## src/rtl/lsu_pkg.sv

```systemverilog
// -----------------------------------------------------------------------------
// lsu_pkg
// Shared definitions for the data-memory load/store unit:
//   - FSM state encoding (IDLE, REQ, WAIT, RESP)
//   - access-size encodings (SZ_B, SZ_H, SZ_W; 2'b11 is illegal)
//   - default bus-timeout limit used by dmem_lsu when LSU_TIMEOUT_EN is set
//   - lsu_req_t, the request fields captured at the core handshake
// -----------------------------------------------------------------------------
package lsu_pkg;

    // FSM state encoding
    localparam logic [1:0] ST_IDLE = 2'd0;
    localparam logic [1:0] ST_REQ  = 2'd1;
    localparam logic [1:0] ST_WAIT = 2'd2;
    localparam logic [1:0] ST_RESP = 2'd3;

    // Access size encoding (i_req_size)
    localparam logic [1:0] SZ_B = 2'b00;
    localparam logic [1:0] SZ_H = 2'b01;
    localparam logic [1:0] SZ_W = 2'b10;

    // Cycles allowed in REQ+WAIT before a bus-timeout trap
    localparam int WAIT_LIMIT_DEF = 255;

    // Request captured at the core handshake and held for the transaction
    typedef struct packed {
        logic [31:0] addr;
        logic [31:0] wdata;
        logic [1:0]  size;
        logic        is_unsigned;
        logic        is_store;
    } lsu_req_t;

endpackage

```

## src/rtl/lsu_align.sv

```systemverilog
// -----------------------------------------------------------------------------
// lsu_align
// Purely combinational lane logic for the load/store unit.
//   addr_lo     in  2   byte offset within the word (addr[1:0])
//   size        in  2   SZ_B / SZ_H / SZ_W; 2'b11 is illegal
//   wdata       in  32  store data, value in the low bits
//   rdata       in  32  load word from memory
//   is_unsigned in  1   zero-extend instead of sign-extend
//   mask        out 4   byte enables for the access
//   wdata_sh    out 32  store data moved onto its byte lanes
//   misaligned  out 1   access crosses its natural boundary or size is illegal
//   rdata_ext   out 32  load data moved to bit 0 and extended to 32 bits
// -----------------------------------------------------------------------------
module lsu_align
    import lsu_pkg::*;
(
    input  logic [1:0]  addr_lo,
    input  logic [1:0]  size,
    input  logic [31:0] wdata,
    input  logic [31:0] rdata,
    input  logic        is_unsigned,
    output logic [3:0]  mask,
    output logic [31:0] wdata_sh,
    output logic        misaligned,
    output logic [31:0] rdata_ext
);

    logic [4:0]  shamt;
    logic [31:0] rdata_sh;

    assign shamt    = {addr_lo, 3'b000};
    assign wdata_sh = wdata << shamt;
    assign rdata_sh = rdata >> shamt;

    always_comb begin
        // NOTE: every output gets a default before the case so no path leaves
        // it unassigned; otherwise synthesis infers a latch.
        mask       = 4'b0000;
        misaligned = 1'b1;
        rdata_ext  = 32'h0;
        case (size)
            SZ_B: begin
                mask       = 4'b0001 << addr_lo;
                misaligned = 1'b0;
                rdata_ext  = {{24{~is_unsigned & rdata_sh[7]}}, rdata_sh[7:0]};
            end
            SZ_H: begin
                mask       = addr_lo[1] ? 4'b1100 : 4'b0011;
                misaligned = addr_lo[0];
                rdata_ext  = {{16{~is_unsigned & rdata_sh[15]}}, rdata_sh[15:0]};
            end
            SZ_W: begin
                mask       = 4'b1111;
                misaligned = |addr_lo;
                rdata_ext  = rdata_sh;
            end
            default: begin
                // size 2'b11: illegal, flagged through misaligned
                mask       = 4'b0000;
                misaligned = 1'b1;
                rdata_ext  = 32'h0;
            end
        endcase
    end

endmodule

```

## src/rtl/dmem_lsu.sv

```systemverilog
// -----------------------------------------------------------------------------
// dmem_lsu
// Load/store unit between the core memory stage and a multi-cycle data memory
// with valid/ready handshakes. One transaction outstanding at a time; the core
// is stalled through o_req_ready until the response pulse.
//
// Build option: define LSU_TIMEOUT_EN to add a bus-timeout counter. After
// WAIT_LIMIT cycles in REQ+WAIT the transaction ends with a trap response.
// Without it REQ and WAIT wait indefinitely.
//
// Ports
//   i_clk, i_rst          clock; synchronous active-high reset
//   i_req_valid/o_req_ready   core request handshake (ready only in IDLE)
//   i_req_load/i_req_store    operation select, exactly one high
//   i_req_addr[31:0]      byte address
//   i_req_wdata[31:0]     store data in the low bits
//   i_req_size[1:0]       00 byte, 01 half, 10 word, 11 illegal
//   i_req_unsigned        zero-extend loads
//   o_resp_valid          one-cycle completion pulse
//   o_resp_rdata[31:0]    extended load data; 0 for stores and traps
//   o_resp_trap           misaligned / illegal / timeout
//   o_mem_valid/i_mem_ready   memory request handshake
//   o_mem_wen/o_mem_ren   write / read strobes
//   o_mem_addr[31:0]      word-aligned address
//   o_mem_wdata[31:0]     lane-shifted store data
//   o_mem_mask[3:0]       byte enables
//   i_mem_rvalid          load data strobe (honoured only in WAIT)
//   i_mem_rdata[31:0]     load data word
// -----------------------------------------------------------------------------
module dmem_lsu
    import lsu_pkg::*;
#(
    parameter int WAIT_LIMIT = WAIT_LIMIT_DEF
) (
    input  logic        i_clk,
    input  logic        i_rst,
    input  logic        i_req_valid,
    output logic        o_req_ready,
    input  logic        i_req_load,
    input  logic        i_req_store,
    input  logic [31:0] i_req_addr,
    input  logic [31:0] i_req_wdata,
    input  logic [1:0]  i_req_size,
    input  logic        i_req_unsigned,
    output logic        o_resp_valid,
    output logic [31:0] o_resp_rdata,
    output logic        o_resp_trap,
    output logic        o_mem_valid,
    input  logic        i_mem_ready,
    output logic        o_mem_wen,
    output logic        o_mem_ren,
    output logic [31:0] o_mem_addr,
    output logic [31:0] o_mem_wdata,
    output logic [3:0]  o_mem_mask,
    input  logic        i_mem_rvalid,
    input  logic [31:0] i_mem_rdata
);

    logic [1:0]  state;
    lsu_req_t    req_q;
    logic        trap_q;
    logic [31:0] rdata_q;

    logic        handshake;
    logic        illegal;
    logic        in_idle;
    logic        in_req;
    logic        in_resp;

    logic [1:0]  al_addr_lo;
    logic [1:0]  al_size;
    logic [31:0] al_wdata;
    logic        al_unsigned;
    logic [3:0]  al_mask;
    logic [31:0] al_wdata_sh;
    logic        al_misaligned;
    logic [31:0] al_rdata_ext;

    assign in_idle = (state == ST_IDLE);
    assign in_req  = (state == ST_REQ);
    assign in_resp = (state == ST_RESP);

    assign o_req_ready = in_idle & ~i_rst;
    assign handshake   = i_req_valid & o_req_ready;

    // One aligner serves both phases: in IDLE it checks the incoming request,
    // afterwards it works on the captured request so memory-side outputs stay
    // stable regardless of what the core drives meanwhile.
    assign al_addr_lo  = in_idle ? i_req_addr[1:0] : req_q.addr[1:0];
    assign al_size     = in_idle ? i_req_size      : req_q.size;
    assign al_wdata    = in_idle ? i_req_wdata     : req_q.wdata;
    assign al_unsigned = in_idle ? i_req_unsigned  : req_q.is_unsigned;

    lsu_align u_align (
        .addr_lo     (al_addr_lo),
        .size        (al_size),
        .wdata       (al_wdata),
        .rdata       (i_mem_rdata),
        .is_unsigned (al_unsigned),
        .mask        (al_mask),
        .wdata_sh    (al_wdata_sh),
        .misaligned  (al_misaligned),
        .rdata_ext   (al_rdata_ext)
    );

    // Load and store both high, or neither, is as illegal as a bad size.
    assign illegal = al_misaligned | (i_req_load == i_req_store);

`ifdef LSU_TIMEOUT_EN
    // Wide enough to hold WAIT_LIMIT: a load accepted on the last allowed REQ
    // cycle moves on to WAIT with the count already at the limit.
    localparam int CNT_W = $clog2(WAIT_LIMIT + 1);

    logic [CNT_W-1:0] wait_cnt;
    logic             timed_out;

    assign timed_out = (wait_cnt >= CNT_W'(WAIT_LIMIT - 1));

    // Zero outside REQ/WAIT, so it is always clear on entry to REQ.
    always_ff @(posedge i_clk) begin
        if (i_rst || !(state == ST_REQ || state == ST_WAIT)) begin
            wait_cnt <= '0;
        end else begin
            wait_cnt <= wait_cnt + 1'b1;
        end
    end
`else
    // WAIT_LIMIT stays on the interface so both builds share one instantiation.
    logic unused_wait_limit;
    assign unused_wait_limit = (WAIT_LIMIT != 0);
`endif

    // NOTE: state and datapath registers use non-blocking assignments so every
    // register samples the pre-edge values; blocking here would create ordering
    // races between registers. Datapath registers are reset as well so the
    // gated outputs and the response fields read 0 straight out of reset.
    always_ff @(posedge i_clk) begin
        if (i_rst) begin
            state   <= ST_IDLE;
            req_q   <= '0;
            trap_q  <= 1'b0;
            rdata_q <= 32'h0;
        end else begin
            case (state)
                ST_IDLE: begin
                    if (handshake) begin
                        req_q.addr        <= i_req_addr;
                        req_q.wdata       <= i_req_wdata;
                        req_q.size        <= i_req_size;
                        req_q.is_unsigned <= i_req_unsigned;
                        req_q.is_store    <= i_req_store;
                        rdata_q           <= 32'h0;
                        trap_q            <= illegal;
                        state             <= illegal ? ST_RESP : ST_REQ;
                    end
                end
                ST_REQ: begin
                    // A completed memory handshake beats a same-cycle timeout:
                    // the memory has already acted on the request.
                    if (i_mem_ready) begin
                        state <= req_q.is_store ? ST_RESP : ST_WAIT;
                    end
`ifdef LSU_TIMEOUT_EN
                    else if (timed_out) begin
                        trap_q <= 1'b1;
                        state  <= ST_RESP;
                    end
`endif
                end
                ST_WAIT: begin
                    if (i_mem_rvalid) begin
                        rdata_q <= al_rdata_ext;
                        state   <= ST_RESP;
                    end
`ifdef LSU_TIMEOUT_EN
                    else if (timed_out) begin
                        trap_q <= 1'b1;
                        state  <= ST_RESP;
                    end
`endif
                end
                ST_RESP: begin
                    state <= ST_IDLE;
                end
                default: begin
                    state <= ST_IDLE;
                end
            endcase
        end
    end

    // Memory side: driven only while a request is presented.
    assign o_mem_valid = in_req;
    assign o_mem_wen   = in_req &  req_q.is_store;
    assign o_mem_ren   = in_req & ~req_q.is_store;
    assign o_mem_addr  = in_req ? {req_q.addr[31:2], 2'b00} : 32'h0;
    assign o_mem_mask  = in_req ? al_mask : 4'b0000;
    assign o_mem_wdata = in_req ? al_wdata_sh : 32'h0;

    // Core response: fields are zero outside the RESP pulse.
    assign o_resp_valid = in_resp;
    assign o_resp_trap  = in_resp & trap_q;
    assign o_resp_rdata = in_resp ? rdata_q : 32'h0;

endmodule

```

## config.mk

```make
export PLATFORM = sky130hd
export DESIGN_NAME = dmem_lsu
export DESIGN_NICKNAME = d
export VERILOG_FILES = /design/src/rtl/lsu_pkg.sv /design/src/rtl/lsu_align.sv /design/src/rtl/dmem_lsu.sv
export SDC_FILE = /design/constraint.sdc
export NUM_CORES = 1
export LEC_CHECK = 0
export BUFFER_PORTS_ARGS = -buffer_cell sky130_fd_sc_hd__buf_2
export CAP_MARGIN = 20
export CORE_ASPECT_RATIO = 2
export CORE_MARGIN = 2
export CORE_UTILIZATION = 45
export DETAILED_ROUTE_END_ITERATION = 10
export MAX_ROUTING_LAYER = met4
export PLACE_DENSITY = 0.83
export SYNTH_ARGS = -nofsm -noshare
export SYNTH_HDL_FRONTEND = slang
export SYNTH_SLANG_ARGS = --single-unit
```

## constraint.sdc

```tcl
create_clock -name i_clk -period 4.02 [get_ports i_clk]
set_input_delay 0.402 -clock i_clk [delete_from_list [all_inputs] [get_ports i_clk]]
set_output_delay 0.402 -clock i_clk [all_outputs]
set_load 0.02 [all_outputs]
```

==> reports/qor.txt <==
Fin crit period: 3.551 ns
Final #Nets: 1,095
Root Buffer: clkbuf_16
Reg-to-reg critical path endpoint: rdata_q[16]
Post-CTS Hold Buffers: 0
Post-synth cell types: 48
Leakage: 3.395 nW
Antenna-violating nets left: 0
Die width: 87.40 µm
Initial antenna violation count: 0
Setup TNS: 0 ns
Clock share of power: 0.207
Area contributors post-synth: dfxtp_1, nand2_1, nand2b_1
Seq/Total Area, Yosys: 0.3294
Startpoint types: flop
Commonest cells after routing, fill and taps aside: buf_2, nand2_1, dfxtp_1, o21ai_0, nand2b_1
CP Class: reg2out
Setup Buffers After CTS: 0
Core ar.: 0.01374 mm²
Via count of the first global-routing pass: 5,864
EDFF count, synth: 0
Int Power: 0.002507 W
Detailed Route Iter0 Violations: 411
RSZ-0062 raised after global routing: no
Mapped Area: 0.006260 mm²
Worst Path Arrival: 3.15 ns
MaxCap Viol Count: 0
FP Rows: 61
Initial Utilization: 0.4556
Synth Instances: 820
Num CTS Buffers: 9
Wire per inst: 15.35 µm
CP Max Fanout: 48
Net switching power: 0.001942 W
Total grt overflow: 0
DP HPWL: 12,470 µm
Syn_area_per_cell: 7.634 µm²
#FFs+latches synth: 103
Via density: 5.540
Status: finished, final reports clean
Resized cells post-CTS: 0
Hold Vio Cnt, Final: 0
FF-to-FF Start: state[0]
Part of the power in registers: 0.289
TritonCTS clock tree: built
Layout cells sized above 1: 0.2636
Synth Area in Simple Gates: 0.2900
Final GP Congestion: 0.8964
Clk_lat worst skew: 0.35 ns
# port buffers: 209
Hold Crit Endpoint: req_q[64]
GRT Resource Usage Total: 0.2333
First-pass GRT wire length: 27,740 µm
Worst vdd ir: 0.3292 mV
Worst Hold Class: in2reg
DRC: 0
H-Tree Depth: 3
Layout area overhead: 22.73%
Final clock skew: 0.01566 ns
Post-Synth XOR/XNOR Area: 0.004197
Post-layout util: 0.5592
Worst-path clk slew: 0.07 ns
Switching share of total power: 0.4365
Post-synth top area cell: dfxtp_1
# fillers: 1,279
Fmax achieved: 281.6 MHz
Tcrit/Tclk final: 0.8834
Proportion of synthesized area in mux cells: 0.08015
Clock sink count: 103
Logic pwr share: 0.504
Top_reg_cell synth: dfxtp_1
Largest net degree at the start of global routing: 107
Max Transition Viols Final: 0
Die area: 0.01493 mm²
Slew Limit Headroom: 0.3421
Die Y: 170.8 µm
Critical path data required time: 3.62 ns
Hold_sp: i_req_addr[28]
Commonest non-fill, non-tap cell in the layout: buf_2
CP endpoint kind: output port
Yosys warning count: 0
Routed via count: 6,360
Worst-margin pin slew: 0.9869 ns
Post-synthesis adder-cell area fraction: 0.007995
WL final: 17,620 µm
Asr flop ratio synth: 0
Clk buf depth: 2
Reg2reg setup slack: 0.93 ns
Hold path cells: 3
Yosys top cell area share: 0.3294
Synth Area in Compound Gates: 0.2353
DRT Pass-1 Iters: 5
# setup viols final: 0
Total chip power: 0.004449 W
Power per cell area: 579.1 mW/mm²
Reg2Reg Depth: 8
Largest family of logic cells by synthesized area: simple AND/OR/NAND/NOR gates
# IOs: 212
## worst max-delay path by stage
stage,from,endpoint,slack (ns),cells past startpoint
2_1_floorplan,state[0],o_mem_wdata[0],1.40,8
3_3_place_gp,state[0],o_mem_wdata[29],0.94,8
3_5_place_dp,state[1],o_mem_wdata[28],0.85,8
4_1_cts,state[1],o_mem_wdata[27],0.48,8
5_1_grt,state[1],o_mem_wdata[28],0.24,8
6_report,state[0],o_mem_wdata[28],0.47,8
## cell families (layout without fill, tap and decap cells)
| group | count (synthesis) | after routing |
|---|---|---|
| AO/OA/AOI/OAI | 235 | 235 |
| XOR/XNOR | 3 | 3 |
| adder cells (fa/ha/maj) | 4 | 4 |
| buffers and inverters | 76 | 245 |
| flip-flops | 103 | 103 |
| multiplexers | 48 | 48 |
| other | 1 | 3 |
| AND/OR/NAND/NOR | 350 | 350 |
## metal layers
| metal | share of wire | up-vias | GRT usage |
|---|---|---|---|
| li1 | - | 3152 | - |
| met3 | 0.077 | 22 | 0.04245 |
| met4 | 0.015 | 0 | 0.06555 |
| met5 | 0 | - | - |
| met2 | 0.47 | 282 | 0.3669 |
| met1 | 0.44 | 2904 | 0.3055 |
## final cells by class
class | instances | area, µm² | share of cell area
clock buffer | 10 | 239.0 | 0.03111
multi-input combinational | 642 | 3924 | 0.5107
sequential | 103 | 2062 | 0.2684
inverter | 6 | 22.52 | 0.002932
timing repair buffer | 223 | 1164 | 0.1515
antenna | 1 | 2.502 | 0.0003257
tap | 157 | 196.4 | 0.02557
clock inverter | 6 | 72.57 | 0.009446
## power by group through the flow
stage,combinational (W),clock (W),sequential (W)
4_1_cts,0.00221,0.000936,0.00128
5_1_grt,0.00245,0.000986,0.00130
3_5_place_dp,0.00220,0,0.00130
2_1_floorplan,0.00168,0,0.00127
6_report,0.00224,0.000921,0.00129
3_3_place_gp,0.00215,0,0.00129
## sequential cells by signal (all words and copies together), names as in the netlist
signal	flops
state	2
trap_q	1
req_q	68
rdata_q	32
## synthesized netlist by cell type (2+ instances only)
library cell and n:
a211oi_1 46, a21oi_1 45, a222oi_1 2, a22oi_1 18, a32oi_1 7, and2_1 64
and3b_1 2, buf_1 2, buf_2 13, buf_4 2, clkbuf_1 51, dfxtp_1 103
ha_1 4, inv_1 6, mux2_2 10, mux2i_1 36, nand2_1 124, nand2b_1 69
nand3_1 9, nand3b_1 10, nor2_1 29, nor2b_1 33, nor3_1 4, nor3b_1 2
o211ai_1 2, o21a_1 9, o21ai_0 78, o21ai_1 12, o2bb2ai_1 8, xnor2_1 2
## worst max-delay path, stage by stage (launching register included)
cell and delay, ns:
dfxtp_1 0.33, inv_1 0.13, ha_2 0.65, buf_4 0.57, mux2_2 0.42, o21ai_0 0.26, nor2_1 0.07, o21a_1 0.19
buf_2 0.16
## per-stage QoR
stage	area, µm²	setup WS (ns)	cells	hold WS (ns)
2_1_floorplan	6264	1.397	821	0.4273
3_3_place_gp	7348	0.9405	1130	0.4431
3_5_place_dp	7348	0.8540	1130	0.4517
4_1_cts	7660	0.4755	1146	0.2422
5_1_grt	7680	0.2409	1147	0.2476
6_report	7682	0.4687	1148	0.2479
Note: power is estimated with default switching activity, not from simulation.
